<file path="config.mk">
export PLATFORM = sky130hd
export DESIGN_NAME = twiddle_butterfly_flat
export DESIGN_NICKNAME = d
export VERILOG_FILES = /design/src/rtl/pim_fft_pkg.sv /design/src/rtl/twiddle_butterfly_if.sv /design/src/rtl/shift_add_mul.sv /design/src/rtl/twiddle_butterfly.sv /design/src/flat_wrapper.sv
export SDC_FILE = /design/constraint.sdc
export NUM_CORES = 1
export LEC_CHECK = 0
export CAP_MARGIN = 20
export CORE_ASPECT_RATIO = 1.2
export CORE_MARGIN = 2
export CORE_UTILIZATION = 40
export CTS_CLUSTER_DIAMETER = 30
export DETAILED_ROUTE_END_ITERATION = 8
export DONT_BUFFER_PORTS = 1
export GPL_TIMING_DRIVEN = 0
export SYNTH_ARGS = -nofsm -noshare
export SYNTH_HDL_FRONTEND = slang
export SYNTH_HIERARCHICAL = 1
export SYNTH_SLANG_ARGS = --single-unit
</file>
<file path="constraint.sdc">
create_clock -name clk -period 9.57 [get_ports clk]
set_clock_uncertainty 0.15 [all_clocks]
set_input_delay 1.914 -clock clk [delete_from_list [all_inputs] [get_ports clk]]
set_output_delay 1.914 -clock clk [all_outputs]
set_load 0.1 [all_outputs]
</file>
<file path="src/rtl/pim_fft_pkg.sv">
// rtl/pim_fft_pkg.sv - shared constants and FSM state type for the twiddle butterfly
package pim_fft_pkg;

    localparam int DW    = 8;                  // sample width, signed
    localparam int TW    = 6;                  // twiddle code width, signed Q2.3
    localparam int TFRAC = 3;                  // twiddle fractional bits
    localparam int OW    = DW + TW - TFRAC + 1; // butterfly output width
    localparam int PW    = DW + TW;            // exact product width
    localparam int LANES = 4;                  // sample pairs per job

    typedef enum logic [2:0] {
        FETCH,
        IDLE,
        MUL,
        BFLY,
        DONE
    } state_t;

endpackage

</file>
<file path="src/rtl/twiddle_butterfly_if.sv">
// rtl/twiddle_butterfly_if.sv - job/result handshake bundle between producer, butterfly and consumer
interface twiddle_butterfly_if;
    import pim_fft_pkg::*;

    logic                  tw_en;
    logic [TW-1:0]         tw0;
    logic [TW-1:0]         tw1;
    logic [TW-1:0]         tw2;
    logic [TW-1:0]         tw3;
    logic                  in_valid;
    logic                  in_ready;
    logic [LANES*DW-1:0]   a_bus;
    logic [LANES*DW-1:0]   b_bus;
    logic                  out_valid;
    logic                  out_ready;
    logic [LANES*OW-1:0]   y_top;
    logic [LANES*OW-1:0]   y_bot;

    modport master (
        input  tw_en, in_ready, out_valid, y_top, y_bot,
        output tw0, tw1, tw2, tw3, in_valid, a_bus, b_bus, out_ready
    );

    modport slave (
        output tw_en, in_ready, out_valid, y_top, y_bot,
        input  tw0, tw1, tw2, tw3, in_valid, a_bus, b_bus, out_ready
    );

endinterface

</file>
<file path="src/rtl/shift_add_mul.sv">
// rtl/shift_add_mul.sv - 6-cycle serial signed shift-add multiplier, LSB of twiddle first
module shift_add_mul
    import pim_fft_pkg::*;
(
    input  logic                 clk,
    input  logic                 rst_n,
    input  logic                 start,
    input  logic signed [DW-1:0] b,
    input  logic [TW-1:0]        w,
    output logic                 done,
    output logic signed [PW-1:0] product
);

    logic [2:0]          r_bit;
    logic signed [PW-1:0] r_acc;
    logic signed [PW-1:0] w_b_ext;
    logic signed [PW-1:0] w_term;
    logic                 w_last;

    assign w_b_ext = {{(PW-DW){b[DW-1]}}, b};
    assign w_term  = w_b_ext <<< r_bit;
    assign w_last  = (r_bit == 3'(TW-1));
    assign done    = start && w_last;
    assign product = r_acc;

    // accumulate one partial product per cycle while running; the MSB of the
    // two's complement twiddle carries negative weight, so it is subtracted.
    // Any idle cycle clears the accumulator and bit counter for the next lane.
    always_ff @(posedge clk) begin
        if (!rst_n) begin
            r_bit <= '0;
            r_acc <= '0;
        end else if (start) begin
            if (w[r_bit]) begin
                r_acc <= w_last ? (r_acc - w_term) : (r_acc + w_term);
            end
            r_bit <= w_last ? 3'd0 : (r_bit + 3'd1);
        end else begin
            r_bit <= '0;
            r_acc <= '0;
        end
    end

endmodule

</file>
<file path="src/rtl/twiddle_butterfly.sv">
// rtl/twiddle_butterfly.sv - four-lane radix-2 butterfly a +/- b*w sharing one serial multiplier
module twiddle_butterfly
    import pim_fft_pkg::*;
(
    input  logic                clk,
    input  logic                rst_n,
    twiddle_butterfly_if.slave  bus
);

    state_t r_state;
    state_t w_state_nxt;

    logic r_tw_en,     w_tw_en_nxt;
    logic r_in_ready,  w_in_ready_nxt;
    logic r_out_valid, w_out_valid_nxt;

    logic [1:0]            r_lane;
    logic signed [DW-1:0]  r_a [LANES];
    logic signed [DW-1:0]  r_b [LANES];
    logic [TW-1:0]         r_w [LANES];
    logic [LANES*OW-1:0]   r_y_top;
    logic [LANES*OW-1:0]   r_y_bot;

    logic                   w_hs_in;
    logic                   w_mul_start;
    logic                   w_mul_done;
    logic signed [PW-1:0]   w_product;
    logic signed [PW-1:0]   w_prod_sh;
    logic signed [PW-TFRAC-1:0] w_p;
    logic signed [OW-1:0]   w_p_ext;
    logic signed [OW-1:0]   w_a_ext;
    logic signed [OW-1:0]   w_sum;
    logic signed [OW-1:0]   w_dif;

    assign w_hs_in     = (r_state == IDLE) && bus.in_valid && r_in_ready;
    assign w_mul_start = (r_state == MUL);

    shift_add_mul u_mul (
        .clk     (clk),
        .rst_n   (rst_n),
        .start   (w_mul_start),
        .b       (r_b[r_lane]),
        .w       (r_w[r_lane]),
        .done    (w_mul_done),
        .product (w_product)
    );

    // scale the exact product back to sample units (floor) and form both legs
    assign w_prod_sh = w_product >>> TFRAC;
    assign w_p       = w_prod_sh[PW-TFRAC-1:0];
    assign w_p_ext   = {{(OW-(PW-TFRAC)){w_p[PW-TFRAC-1]}}, w_p};
    assign w_a_ext   = {{(OW-DW){r_a[r_lane][DW-1]}}, r_a[r_lane]};
    assign w_sum     = w_a_ext + w_p_ext;
    assign w_dif     = w_a_ext - w_p_ext;

    assign bus.tw_en     = r_tw_en;
    assign bus.in_ready  = r_in_ready;
    assign bus.out_valid = r_out_valid;
    assign bus.y_top     = r_y_top;
    assign bus.y_bot     = r_y_bot;

    // state register and registered handshake flags
    always_ff @(posedge clk) begin
        if (!rst_n) begin
            r_state     <= FETCH;
            r_tw_en     <= 1'b0;
            r_in_ready  <= 1'b0;
            r_out_valid <= 1'b0;
        end else begin
            r_state     <= w_state_nxt;
            r_tw_en     <= w_tw_en_nxt;
            r_in_ready  <= w_in_ready_nxt;
            r_out_valid <= w_out_valid_nxt;
        end
    end

    // next-state and next-flag decode; tw_en pulses on entry to IDLE so the
    // lookup refreshes its codes a cycle before any job can be accepted
    always_comb begin
        w_state_nxt     = r_state;
        w_tw_en_nxt     = r_tw_en;
        w_in_ready_nxt  = r_in_ready;
        w_out_valid_nxt = r_out_valid;
        case (r_state)
            FETCH: begin
                w_state_nxt    = IDLE;
                w_tw_en_nxt    = 1'b1;
                w_in_ready_nxt = 1'b1;
            end
            IDLE: begin
                w_tw_en_nxt = 1'b0;
                if (w_hs_in) begin
                    w_in_ready_nxt = 1'b0;
                    w_state_nxt    = MUL;
                end
            end
            MUL: begin
                if (w_mul_done) begin
                    w_state_nxt = BFLY;
                end
            end
            BFLY: begin
                if (r_lane == 2'(LANES-1)) begin
                    w_state_nxt     = DONE;
                    w_out_valid_nxt = 1'b1;
                end else begin
                    w_state_nxt = MUL;
                end
            end
            DONE: begin
                if (r_out_valid && bus.out_ready) begin
                    w_out_valid_nxt = 1'b0;
                    w_state_nxt     = FETCH;
                end
            end
            default: begin
                w_state_nxt = FETCH;
            end
        endcase
    end

    // job capture on input handshake, lane stepping and result write-back
    always_ff @(posedge clk) begin
        if (!rst_n) begin
            r_lane  <= '0;
            r_y_top <= '0;
            r_y_bot <= '0;
            for (int k = 0; k < LANES; k++) begin
                r_a[k] <= '0;
                r_b[k] <= '0;
                r_w[k] <= '0;
            end
        end else begin
            if (w_hs_in) begin
                r_lane <= '0;
                for (int k = 0; k < LANES; k++) begin
                    r_a[k] <= bus.a_bus[k*DW +: DW];
                    r_b[k] <= bus.b_bus[k*DW +: DW];
                end
                r_w[0] <= bus.tw0;
                r_w[1] <= bus.tw1;
                r_w[2] <= bus.tw2;
                r_w[3] <= bus.tw3;
            end
            if (r_state == BFLY) begin
                r_y_top[r_lane*OW +: OW] <= w_sum;
                r_y_bot[r_lane*OW +: OW] <= w_dif;
                if (r_lane != 2'(LANES-1)) begin
                    r_lane <= r_lane + 2'd1;
                end
            end
        end
    end

endmodule

</file>
<file path="src/flat_wrapper.sv">
// flat-port wrapper written by rule: the top's interface ports become plain ports
module twiddle_butterfly_flat import pim_fft_pkg::*;
  (clk, rst_n, bus_tw_en, bus_in_ready, bus_out_valid, bus_y_top, bus_y_bot, bus_tw0, bus_tw1, bus_tw2, bus_tw3, bus_in_valid, bus_a_bus, bus_b_bus, bus_out_ready);
  twiddle_butterfly_if bus_i ();
  input  logic clk;
  input  logic rst_n;
  output wire logic [$bits(bus_i.tw_en)-1:0] bus_tw_en;
  output wire logic [$bits(bus_i.in_ready)-1:0] bus_in_ready;
  output wire logic [$bits(bus_i.out_valid)-1:0] bus_out_valid;
  output wire logic [$bits(bus_i.y_top)-1:0] bus_y_top;
  output wire logic [$bits(bus_i.y_bot)-1:0] bus_y_bot;
  input wire logic [$bits(bus_i.tw0)-1:0] bus_tw0;
  input wire logic [$bits(bus_i.tw1)-1:0] bus_tw1;
  input wire logic [$bits(bus_i.tw2)-1:0] bus_tw2;
  input wire logic [$bits(bus_i.tw3)-1:0] bus_tw3;
  input wire logic [$bits(bus_i.in_valid)-1:0] bus_in_valid;
  input wire logic [$bits(bus_i.a_bus)-1:0] bus_a_bus;
  input wire logic [$bits(bus_i.b_bus)-1:0] bus_b_bus;
  input wire logic [$bits(bus_i.out_ready)-1:0] bus_out_ready;
  assign bus_tw_en = bus_i.tw_en;
  assign bus_in_ready = bus_i.in_ready;
  assign bus_out_valid = bus_i.out_valid;
  assign bus_y_top = bus_i.y_top;
  assign bus_y_bot = bus_i.y_bot;
  assign bus_i.tw0 = bus_tw0;
  assign bus_i.tw1 = bus_tw1;
  assign bus_i.tw2 = bus_tw2;
  assign bus_i.tw3 = bus_tw3;
  assign bus_i.in_valid = bus_in_valid;
  assign bus_i.a_bus = bus_a_bus;
  assign bus_i.b_bus = bus_b_bus;
  assign bus_i.out_ready = bus_out_ready;
  twiddle_butterfly u_core (.clk(clk), .rst_n(rst_n), .bus(bus_i));
endmodule
</file>
**After elaboration in Yosys (flattened, before gate mapping)**

Memory sizes are Yosys's and may differ from the RTL's. A register that Yosys moved wholly into a read port is not among the register bits.
Cells that the tools add are included.

- Register bits after elaboration: 121
- RAM bits: 88
- Bits of input ports: 92
- Output and inout port bits: 99
- Logic and storage cells: 100
- Memories: 3

Memory list:

| name | words | bits a word | read ports | clocked after Yosys merged registers in | write ports | RTL line | text |
|---|---|---|---|---|---|---|---|
| u_core.r_a | 4 | 8 | 1 | 1 | 4 | twiddle_butterfly.sv:18 | `logic signed [DW-1:0] r_a [LANES];` |
| u_core.r_b | 4 | 8 | 1 | 1 | 4 | twiddle_butterfly.sv:19 | `logic signed [DW-1:0] r_b [LANES];` |
| u_core.r_w | 4 | 6 | 1 | 1 | 4 | twiddle_butterfly.sv:20 | `logic [TW-1:0] r_w [LANES];` |

- $add $sub $neg: 7
- Multiply operators: 1
- $lt $le $gt $ge: 1
- Equal/unequal tests: 11
- Shift-type cells: 4
- Muxes and demuxes: 38
- Bitwise operators: 14
- Reduce and logical (&&, ||, !) cells: 12

Operators with widths:

| operator | count |
|---|---|
| 48-bit bitwise mux | 2 |
| 12-bit by 34-bit variable part select with 48-bit output | 2 |
| 8-bit two-way mux | 8 |
| 12-bit by 34-bit variable shift with 48-bit output (first input constant) | 1 |
| 6-bit negation with 34-bit output | 1 |
| 6-bit two-way mux | 4 |
| 3-bit case mux with 5 select lines | 1 |
| 14-bit adder | 1 |
| 14-bit two-way mux | 1 |
| 8-bit by 3-bit <<< shifter with 14-bit output | 1 |
| 14-bit subtractor | 1 |
| 8-bit by 11-bit adder with 12-bit output | 1 |
| 2-bit two-way mux | 6 |
| 3-bit two-way mux | 4 |
| 1-bit bitwise OR | 12 |
| 8-bit by 11-bit subtractor with 12-bit output | 1 |
| 1-bit two-way mux | 8 |
| 2-bit by 1-bit inequality test with 1-bit output (second input constant) | 4 |
| 3-bit by 2-bit equality test with 1-bit output (second input constant) | 2 |
| 3-bit equality test (second input constant) | 2 |
| 1-bit case mux with 2 select lines | 3 |
| 3-bit AND reduction | 2 |
| 1-bit logical AND | 4 |
| 3-bit by 4-bit < comparator with 1-bit output (second input constant) | 1 |
| other kinds (12) | 15 |

**Longest topological paths before layout**

Gate-level depths: netlist of the first run.

- Depth in word-level cells: 7
- Gate-level depth with buffers: 24
- Depth with buffers taken out: 21

**By module**

Netlist of the first run, hierarchy kept.

By module, submodules not included:

| module | times used | cells an instance | area an instance (um^2) | seq. area each (um^2) |
|---|---|---|---|---|
| twiddle_butterfly | 1 | 904 | 9,384.0 | 4,724.5 |
| shift_add_mul | 1 | 251 | 1,961.9 | 340.3 |

**Worst setup path before layout of the first run**

Ideal clock, no wire load.

- Path type: input-to-reg
- Start: input port bus_in_valid
- End: memory u_core.r_a[0][0], enable pin
- Setup time: 461 ps
- Arrival: 4,522 ps
- Data required time: 8,959 ps
- Path slack: 4,437 ps
- Stages on the path: 3
- Path buffers: 1
- Path through: and4_1 -> clkbuf_1 -> nand2b_1

RTL lines:

| what | RTL line | text |
|---|---|---|
| start: declaration | flat_wrapper.sv:16 | `input wire logic [$bits(bus_i.in_valid)-1:0] bus_in_valid;` |
| end: declaration | twiddle_butterfly.sv:18 |  |

==> reports/metrics.cfg, run 1 <==
[synthesis]
synth-edff-count = 88
synthTopCellsByArea = edfxtp_1, dfxtp_1, and3_1
synth_cell_types = 86
syn_inst = 1155
netlist.area_leader.share = 0.233
synth.avg_cell_area_um2 = 9.82
syn_area_mm2 = 0.0113
ys.flop_type = dfxtp_1
synth-seq-cells = 209
post-synth-top-count-cell = dfxtp_1
synth_nets = 1294
synth_top_area_cell = edfxtp_1
synthTopCellsByCount = dfxtp_1, nor2_1, and3_1
synthArstFlopShare = 0
ys_seq_area_frac = 0.446
yosysWarnings = 6

[drt]
drt-pass1-iter-count = 8
drt_iter0_drc = 776
viasPerCell = 5.81
routed_wl_um = 34100
drc = 0
route.detailed.wl_per_inst_um = 21.1
via_count = 9379
ant_nets = 0

[clock_network]
cts_resized = 0
clk_latency_ns = 0.53
cts_sinks = 209
cts.htree.levels = 2
cts-root-buf = clkbuf_16
cts_made_buffers = 43
cts_tree = done
clockBufferDepth = 3
cts_setup_buffers = 0
clk_pin_slew_worst_paths_ns = 0.05
cts_hold_buffers = 0

[sta]
maxSlewHeadroom = 0.304
rsz0062_at_grt = false
fmax_mhz = 177
setup_viol = 0
min_period_ns = 5.64
max_slew.worst_pin.slew_ns = 1.04
final_hold_viol_count = 0
fin_setup_tns_ns = 0
period_share = 0.589
maxSlewViolCount = 0

[pwr]
peakVddDrop_mv = 0.151
swShare = 0.251
p_int_uw = 2020
clkPwrFrac = 0.554
p_per_area_mw_per_mm2 = 202
leakage_uw = 0.00530
power_frac_comb = 0.082
p_sw_uw = 678
seqPwrFrac = 0.363

[setup_path]
startpoint_type = flop
rr_worst_depth = 23
crit_buf_inv = 3
crit_chain = buf_2 -> buf_2 -> buf_2 -> mux4_2 -> mux2i_1 -> mux2i_1 -> nand2_1 -> nand2_1 -> nand2_1 -> nand2_1 -> a21oi_1 -> nor3_1 -> a311o_1 -> ha_1 -> o21a_1 -> nor2_1 -> a21oi_1 -> nand4_1 -> a31oi_1 -> a31oi_1 -> xnor2_1 -> or3_1 -> a21oi_1
regToRegSetupSlack_ns = 3.93
path_class = flop to flop
crit_top_cell = nand2_1
slowest_delay_ns = 0.65
r2r_start = u_core/r_lane[0]$_SDFF_PN0_
critPathMaxFanout = 10
r2r_end = u_core/u_mul/product[13]$_SDFFE_PN0P_
slowest_stage = mux4_2
crit_required_ns = 9.87
end_kind = flop
cp_top_family = compound AO/OA/AOI/OAI gates
arrival_ns = 5.94

[placed_design]
dpl.hpwl_um = 25700
gp_congestion = 0.952
io_buffers = 0
post_dp_cell_area_mm2 = 0.0119

[job]
maxCapViolCount = 0

[grt]
grt_pass1_vias = 9070
grt_max_degree = 76
grt_pass1_wl_um = 51300
antenna_found_initial = 2
gr-total-overflow = 0
grtUsageTotal = 0.225

[worst_hold_path]
min-delay-start = u_core/u_mul/product[2]$_SDFFE_PN0P_
hold_end = u_core/u_mul/product[2]$_SDFFE_PN0P_
hold_depth = 2
holdCritPathClass = flop to flop

[outcome]
run_status = complete, no violations

[floorplan]
core_area_mm2 = 0.0279
initial_core_util = 0.406
die-area_mm2 = 0.0297
ioPinCount = 191
die_h_um = 188
core.rowCount = 67
fp.dieW_um = 158

[cells_and_area]
syn2layout_area_growth_pct = 17.6
num-fill-cells = 2629
nNetsFinal = 1340
final_area_mm2 = 0.0133
drive_gt1_frac = 0.119
final_util = 0.478

==> power groups by stage <==
stage	Sequential (µW)	Clock, µW	Combinational, µW
after global routing	983	1560	240
after CTS	982	1520	220
after global placement	1000	0	214
after detailed placement	999	0	218
after floorplan	997	0	154
final	981	1500	222
==> how the worst max path moves through the flow <==
stage | cells past startpoint | slack [ns] | to | start
global route | 23 | 3.47 | u_core/u_mul/product[13]$_SDFFE_PN0P_ | u_core/r_lane[0]$_SDFF_PN0_
finish | 23 | 3.93 | u_core/u_mul/product[13]$_SDFFE_PN0P_ | u_core/r_lane[0]$_SDFF_PN0_
detailed placement | 23 | 3.97 | u_core/u_mul/product[13]$_SDFFE_PN0P_ | u_core/r_lane[0]$_SDFF_PN0_
floorplan | 3 | 4.44 | u_core/r_a[0][0]$_SDFFCE_PN0P_ | bus_in_valid
CTS | 23 | 3.92 | u_core/u_mul/product[13]$_SDFFE_PN0P_ | u_core/r_lane[0]$_SDFF_PN0_
global placement | 3 | 2.97 | u_core/r_b[1][3]$_SDFFCE_PN0P_ | rst_n
==> logic make-up after synthesis <==
kind of cell,Yosys count,share of synthesized area
simple gates,438,0.198
compound gates,273,0.164
flops,209,0.446
buf+inv,104,0.0375
mux,48,0.0725
fa+ha+maj,47,0.0538
xor+xnor,36,0.0278
==> stage by stage <==
step,power [µW],hold WS (ns),setup WS [ns],cells
floorplan,1150,0.304,4.44,1155
global placement,1210,0.323,2.97,1534
detailed placement,1220,0.335,3.97,1535
CTS,2720,0.345,3.92,1614
global route,2790,0.363,3.47,1614
finish,2700,0.342,3.93,1615
==> per-layer routing <==
| layer | track usage | part of all wire |
|---|---|---|
| met2 | 0.383 | 0.48 |
| met5 | 0 | 0.00032 |
| met1 | 0.267 | 0.39 |
| met3 | 0.0582 | 0.084 |
| met4 | 0.0951 | 0.043 |
==> cell usage in the layout, fill, tap and decap left out, types with 5 or more instances in the layout <==
cell,synthesis,routed
nand2_1,94,94
nor3_1,25,25
o21ai_1,11,11
a31oi_1,8,8
xor2_1,13,13
and2_1,10,10
xnor2_1,23,23
ha_1,44,44
a21o_1,13,13
nor3b_1,5,5
o21ai_0,58,58
edfxtp_1,88,88
clkinv_4,0,6
o211ai_1,6,6
nor2_1,104,104
a21oi_1,58,58
clkinvlp_4,0,7
a32oi_1,6,6
mux4_2,26,26
nand4_1,7,7
or3_1,11,11
inv_1,27,27
o21a_1,5,5
mux2i_1,18,18
or2_2,5,5
dfxtp_1,121,121
nand3_1,22,22
clkbuf_1,52,56
o22ai_1,8,8
nor2b_1,14,14
a22o_1,13,13
a211oi_1,6,6
nand2b_1,18,17
a22oi_1,22,22
clkbuf_16,0,44
buf_2,16,16
o31ai_1,5,5
and3_1,98,98
==> state kept, by name, indices dropped and copies added (netlist names) <==
name and cells:
u_core/bus.y_bot 48, u_core/bus.y_top 48, u_core/r_a 32, u_core/r_b 32
u_core/r_w 24, u_core/u_mul/product 14, u_core/r_state 3, u_core/u_mul/r_bit 3
u_core/r_lane 2, u_core/bus.in_ready 1, u_core/bus.out_valid 1, u_core/bus.tw_en 1
==> worst reg2reg max path, stage by stage, from the launching register on <==
cell,delay (ns)
dfxtp_1,0.40
buf_2,0.25
buf_2,0.33
buf_2,0.44
mux4_2,0.66
mux2i_1,0.33
mux2i_1,0.20
nand2_1,0.10
nand2_1,0.09
nand2_1,0.07
nand2_1,0.05
a21oi_1,0.15
nor3_1,0.07
a311o_1,0.36
ha_1,0.35
o21a_1,0.14
nor2_1,0.04
a21oi_1,0.20
nand4_1,0.17
a31oi_1,0.26
a31oi_1,0.14
xnor2_1,0.16
or3_1,0.32
a21oi_1,0.14
==> area by class of cell <==
class,count,area (µm²),share of cell area
plain buffers,76,320,0.0240
well taps,379,474,0.0355
flip-flops and latches,209,5060,0.379
multi-input cells,842,5860,0.439
clock inverters,27,319,0.0239
diodes,1,2.50,0.000187
repair buffers,1,27.5,0.00206
clock buffers,52,1170,0.0877
inverters,28,105,0.00787
(Power assumes the default switching activity.)
==> run 2, diff against run 1 <==
- ABC_AREA: unset -> 1
- clock period: 9.57 -> 5.2 ns (I/O delays scaled with it)
==> reports/metrics.cfg, run 2 <==
[outcome]
run_status = complete, no violations

[synthesis]
ys.flop_type = dfxtp_1
yosysWarnings = 6
ys_seq_area_frac = 0.423
synth-edff-count = 88
syn_inst = 1629
synthMuxAreaShare = 0
synthAdderAreaFrac = 0.0510
synth_top_area_cell = edfxtp_1
synthArstFlopShare = 0
synth_xor_area_frac = 0.0212
synth.avg_cell_area_um2 = 7.35
synth-compound-area-share = 0.136
synth-seq-cells = 209
syn_area_mm2 = 0.0120
synthTopCellsByArea = edfxtp_1, dfxtp_1, nand2_1
post-synth-top-count-cell = nand2_1
synth_nets = 1768
netlist.area_leader.share = 0.221
synth_top_family_by_area = simple AND/OR/NAND/NOR gates
synth-simple-area-share = 0.274
synth_cell_types = 45
synthTopCellsByCount = nand2_1, nor2_1, inv_1

[cells_and_area]
multi_input_area_mm2 = 0.00577
num-fill-cells = 3047
final_util = 0.480
syn2layout_area_growth_pct = 18.3
regArea_mm2 = 0.00506
diodes = 0
layout_common_cells = nand2_1, nor2_1, inv_1
nNetsFinal = 1817
drive_gt1_frac = 0.0980
final_common_cell = nand2_1

[worst_hold_path]
holdCritPathClass = flop to flop
min-delay-start = u_core/u_mul/product[0]$_SDFFE_PN0P_

[floorplan]
ioPinCount = 191
die_h_um = 193
core_area_mm2 = 0.0295
initial_core_util = 0.405
die-area_mm2 = 0.0313
core.rowCount = 69
fp.dieW_um = 162

[clock_network]
cts_tree = done
clk_pin_slew_worst_paths_ns = 0.05
cts-root-buf = clkbuf_16
cts_setup_buffers = 0
cts_made_buffers = 46
clockBufferDepth = 3
clk_latency_ns = 0.53
cts.htree.levels = 2
cts_sinks = 209

[sta]
final_hold_viol_count = 0
min_period_ns = 4.81
hold_slack_ns = 0.405
fmax_mhz = 208
rsz0062_at_grt = false
setup_viol = 0
setup_ws_ns = 0.385
fin_setup_tns_ns = 0
period_share = 0.926
max_slew.worst_pin.slew_ns = 1.05
maxSlewViolCount = 0
maxSlewHeadroom = 0.302

[placed_design]
gp_congestion = 0.964
io_buffers = 0
dp_slack_ns = 0.175
dpl.hpwl_um = 29600

[grt]
grt_pass1_vias = 10800
antenna_found_initial = 0
grt_pass1_wl_um = 58800
grtUsageTotal = 0.239
gr-total-overflow = 0
grt_max_degree = 52

[setup_path]
critPathMaxFanout = 10
crit_required_ns = 5.51
r2r_start = u_core/r_lane[0]$_SDFF_PN0_
path_class = flop to flop
startpoint_type = flop
end_kind = flop
startpoint = u_core/r_lane[0]$_SDFF_PN0_
arrival_ns = 5.12

[drt]
drt_iter0_drc = 703
route.top_layer_used = met4
drt-pass1-iter-count = 5
via_count = 11000
ant_nets = 0
wl_met2_um = 19200
route.detailed.wl_per_inst_um = 18.1
viasPerCell = 5.22
routed_wl_um = 38200
met3_length_um = 2310
drc = 0
wl_met1_um = 15100

[job]
maxCapViolCount = 0

[pwr]
total_power_uw = 7820
peakVddDrop_mv = 0.267
leakage_uw = 0.00622
p_per_area_mw_per_mm2 = 552

## run 2: cell type report
type / instances / area share
clock inverter: 31 / 0.0281
inverter: 199 / 0.0528
sequential: 209 / 0.358
timing repair buffer: 1 / 0.00194
buffer: 82 / 0.0283
tap: 390 / 0.0345
multi-input combinational: 1139 / 0.407
clock buffer: 54 / 0.0893
## run 2: kinds of logic after synthesis
family                   Yosys count
AO/OA/AOI/OAI                    300
XOR/XNOR                          29
adder cells (fa/ha/maj)           47
buffers and inverters            281
flip-flops                       209
AND/OR/NAND/NOR                  763
## run 2: final timing paths
path	end	slack [ns]	cells past startpoint
hold / removal	u_core/u_mul/product[0]$_SDFFE_PN0P_	0.40	2
setup reg to reg	u_core/bus.y_bot[47]$_SDFFE_PN0P_	0.39	18
hold reg to reg	u_core/u_mul/product[0]$_SDFFE_PN0P_	0.40	2
setup / recovery	u_core/bus.y_bot[47]$_SDFFE_PN0P_	0.39	18
## run 2: routing by layer
metal / vias to the layer above / global-route usage
met3: 85 / 0.0427
met2: 405 / 0.431
met4: 0 / 0.107
met1: 5056 / 0.274
met5: - / 0
li1: 5443 / -
## run 2: worst max-delay path, stage by stage (launching register included)
cell and delay, ns:
dfxtp_1 0.35, buf_2 0.22, inv_1 0.12, clkbuf_4 0.24, clkbuf_4 0.25, clkbuf_1 0.53
o21ai_0 0.17, o22ai_1 0.76, ha_1 0.37, buf_2 0.17, inv_1 0.19, o21bai_1 0.11
nor2_1 0.16, nand3_1 0.09, nand2_1 0.11, nand3_1 0.10, nand3_1 0.16, nand4_1 0.26
a21oi_1 0.20
## run 2: timing repair
item / in CTS / in global routing
hold endpoints to repair: 0 / 0
gates resized for setup: 0 / 7
endpoints found under the setup margin: 0 / 7
hold buffers: 0 / 0
## run 2: power by group
part	switching (µW)	internal (µW)
clock	957	2100
combinational	1850	750
sequential	317	1840
total	3130	4690
## run 2: through the flow
step / area, µm² / std cells
5_1_grt: 14200 / 2105
3_5_place_dp: 12500 / 2020
4_1_cts: 14200 / 2105
3_3_place_gp: 12500 / 2019
2_1_floorplan: 12000 / 1629
6_report: 14200 / 2105
==> run 3, diff against run 2 <==
- clock period: 5.2 -> 5 ns (I/O delays scaled with it)
==> reports/metrics.cfg, run 3 (synthesis results as in run 2) <==
[grt]
grt_max_degree = 52
grt_pass1_wl_um = 58800
antenna_found_initial = 0
grtUsageTotal = 0.239
grt_pass1_vias = 10800
gr-total-overflow = 0

[clock_network]
clk_latency_ns = 0.53
clockBufferDepth = 3
cts_setup_buffers = 0
cts.htree.levels = 2
cts_sinks = 209
cts_made_buffers = 46
clk_pin_slew_worst_paths_ns = 0.05
cts_tree = done
cts-root-buf = clkbuf_16

[setup_path]
slowest_stage = dfxtp_1
r2r_end = u_core/u_mul/product[13]$_SDFFE_PN0P_
end_kind = flop
path_class = flop to flop
regToRegSetupSlack_ns = 0.46
r2r_start = u_core/r_lane[0]$_SDFF_PN0_
crit_required_ns = 5.31
rr_worst_depth = 28
arrival_ns = 4.85
critPathMaxFanout = 10
slowest_delay_ns = 0.35
startpoint_type = flop

[sta]
maxSlewHeadroom = 0.299
setup_viol = 0
final_hold_viol_count = 0
period_share = 0.907
fmax_mhz = 220
max_slew.worst_pin.slew_ns = 1.05
min_period_ns = 4.54
setup_ws_ns = 0.463
maxSlewViolCount = 0

[job]
maxCapViolCount = 0

[drt]
routed_wl_um = 38200
drt-pass1-iter-count = 5
drt_iter0_drc = 670
drc = 0
route.detailed.wl_per_inst_um = 18.2
via_count = 11000
ant_nets = 0
viasPerCell = 5.24

[cells_and_area]
multi_input_area_mm2 = 0.00579
num-fill-cells = 3044
syn2layout_area_growth_pct = 18.5
layout_common_cells = nand2_1, nor2_1, inv_1
final_util = 0.480
drive_gt1_frac = 0.101
regArea_mm2 = 0.00506
final_common_cell = nand2_1
nNetsFinal = 1817
diodes = 0

[placed_design]
gp_congestion = 0.964
dp_slack_ns = -0.0253
io_buffers = 0
dpl.hpwl_um = 29600

[floorplan]
fp.dieW_um = 162
core_area_mm2 = 0.0295
die_h_um = 193
initial_core_util = 0.405
ioPinCount = 191
core.rowCount = 69
die-area_mm2 = 0.0313

[pwr]
leakage_uw = 0.00623
p_per_area_mw_per_mm2 = 574
peakVddDrop_mv = 0.279

[worst_hold_path]
hold_depth = 2
hold_end = u_core/u_mul/product[0]$_SDFFE_PN0P_
min-delay-start = u_core/u_mul/product[0]$_SDFFE_PN0P_
holdCritPathClass = flop to flop

[outcome]
run_status = complete, no violations

==> run 3: cell count changes in the layout (fill, tap and decap cells not counted), sizes merged <==
cell    delta
buf        -2
clkbuf     +2
==> run 3: routing by layer <==
metal	routed length, µm	GRT usage
met1	15100	0.274
met2	19000	0.431
met3	2300	0.0427
met4	1840	0.107
met5	0	0
==> run 3: cell type report <==
class	instances	share of cell area
plain buffers	82	0.0287
clock buffers	54	0.0892
clock inverters	31	0.0281
inverters	199	0.0527
multi-input cells	1139	0.408
flip-flops and latches	209	0.357
well taps	390	0.0344
repair buffers	1	0.00194
==> run 3: how the worst max path moves through the flow <==
stage / from / to / cells past startpoint
global placement: u_core/r_lane[0]$_SDFF_PN0_ / u_core/u_mul/product[11]$_SDFFE_PN0P_ / 21
floorplan: bus_in_valid / u_core/r_a[0][0]$_SDFFCE_PN0P_ / 4
CTS: u_core/r_lane[0]$_SDFF_PN0_ / u_core/u_mul/product[11]$_SDFFE_PN0P_ / 21
finish: u_core/r_lane[0]$_SDFF_PN0_ / u_core/u_mul/product[13]$_SDFFE_PN0P_ / 28
detailed placement: u_core/r_lane[0]$_SDFF_PN0_ / u_core/u_mul/product[11]$_SDFFE_PN0P_ / 21
global route: u_core/r_lane[0]$_SDFF_PN0_ / u_core/u_mul/product[13]$_SDFFE_PN0P_ / 28
==> run 3: what timing repair did <==
item / 4_1_cts / 5_1_grt
hold buffers: 0 / 0
setup endpoints to repair: 2 / 35
resized for setup: 1 / 15
==> run 3: critical path: cells and delay by family, from the launching register on <==
kind / cells / cell delay (ns)
adder cells (fa/ha/maj): 2 / 0.55
XOR/XNOR: 1 / 0.18
AND/OR/NAND/NOR: 14 / 1.41
AO/OA/AOI/OAI: 3 / 0.57
flip-flops: 1 / 0.35
buffers and inverters: 8 / 1.26
==> run 3: metrics by stage <==
step                TNS (ns)  power, µW  std cells  cell area, µm²  hold WS, ns
floorplan                  0       4170       1629           12000        0.352
global placement           0       4900       2019           12500        0.375
detailed placement   -0.0253       4920       2020           12500        0.384
CTS                        0       8130       2105           14200        0.404
global route         -0.0150       8580       2105           14200        0.430
finish                     0       8140       2105           14200        0.405
==> run 3: power by group <==
part / internal (µW) / switching (µW)
sequential: 1910 / 330
clock: 2190 / 995
combinational: 786 / 1930
total: 4880 / 3250
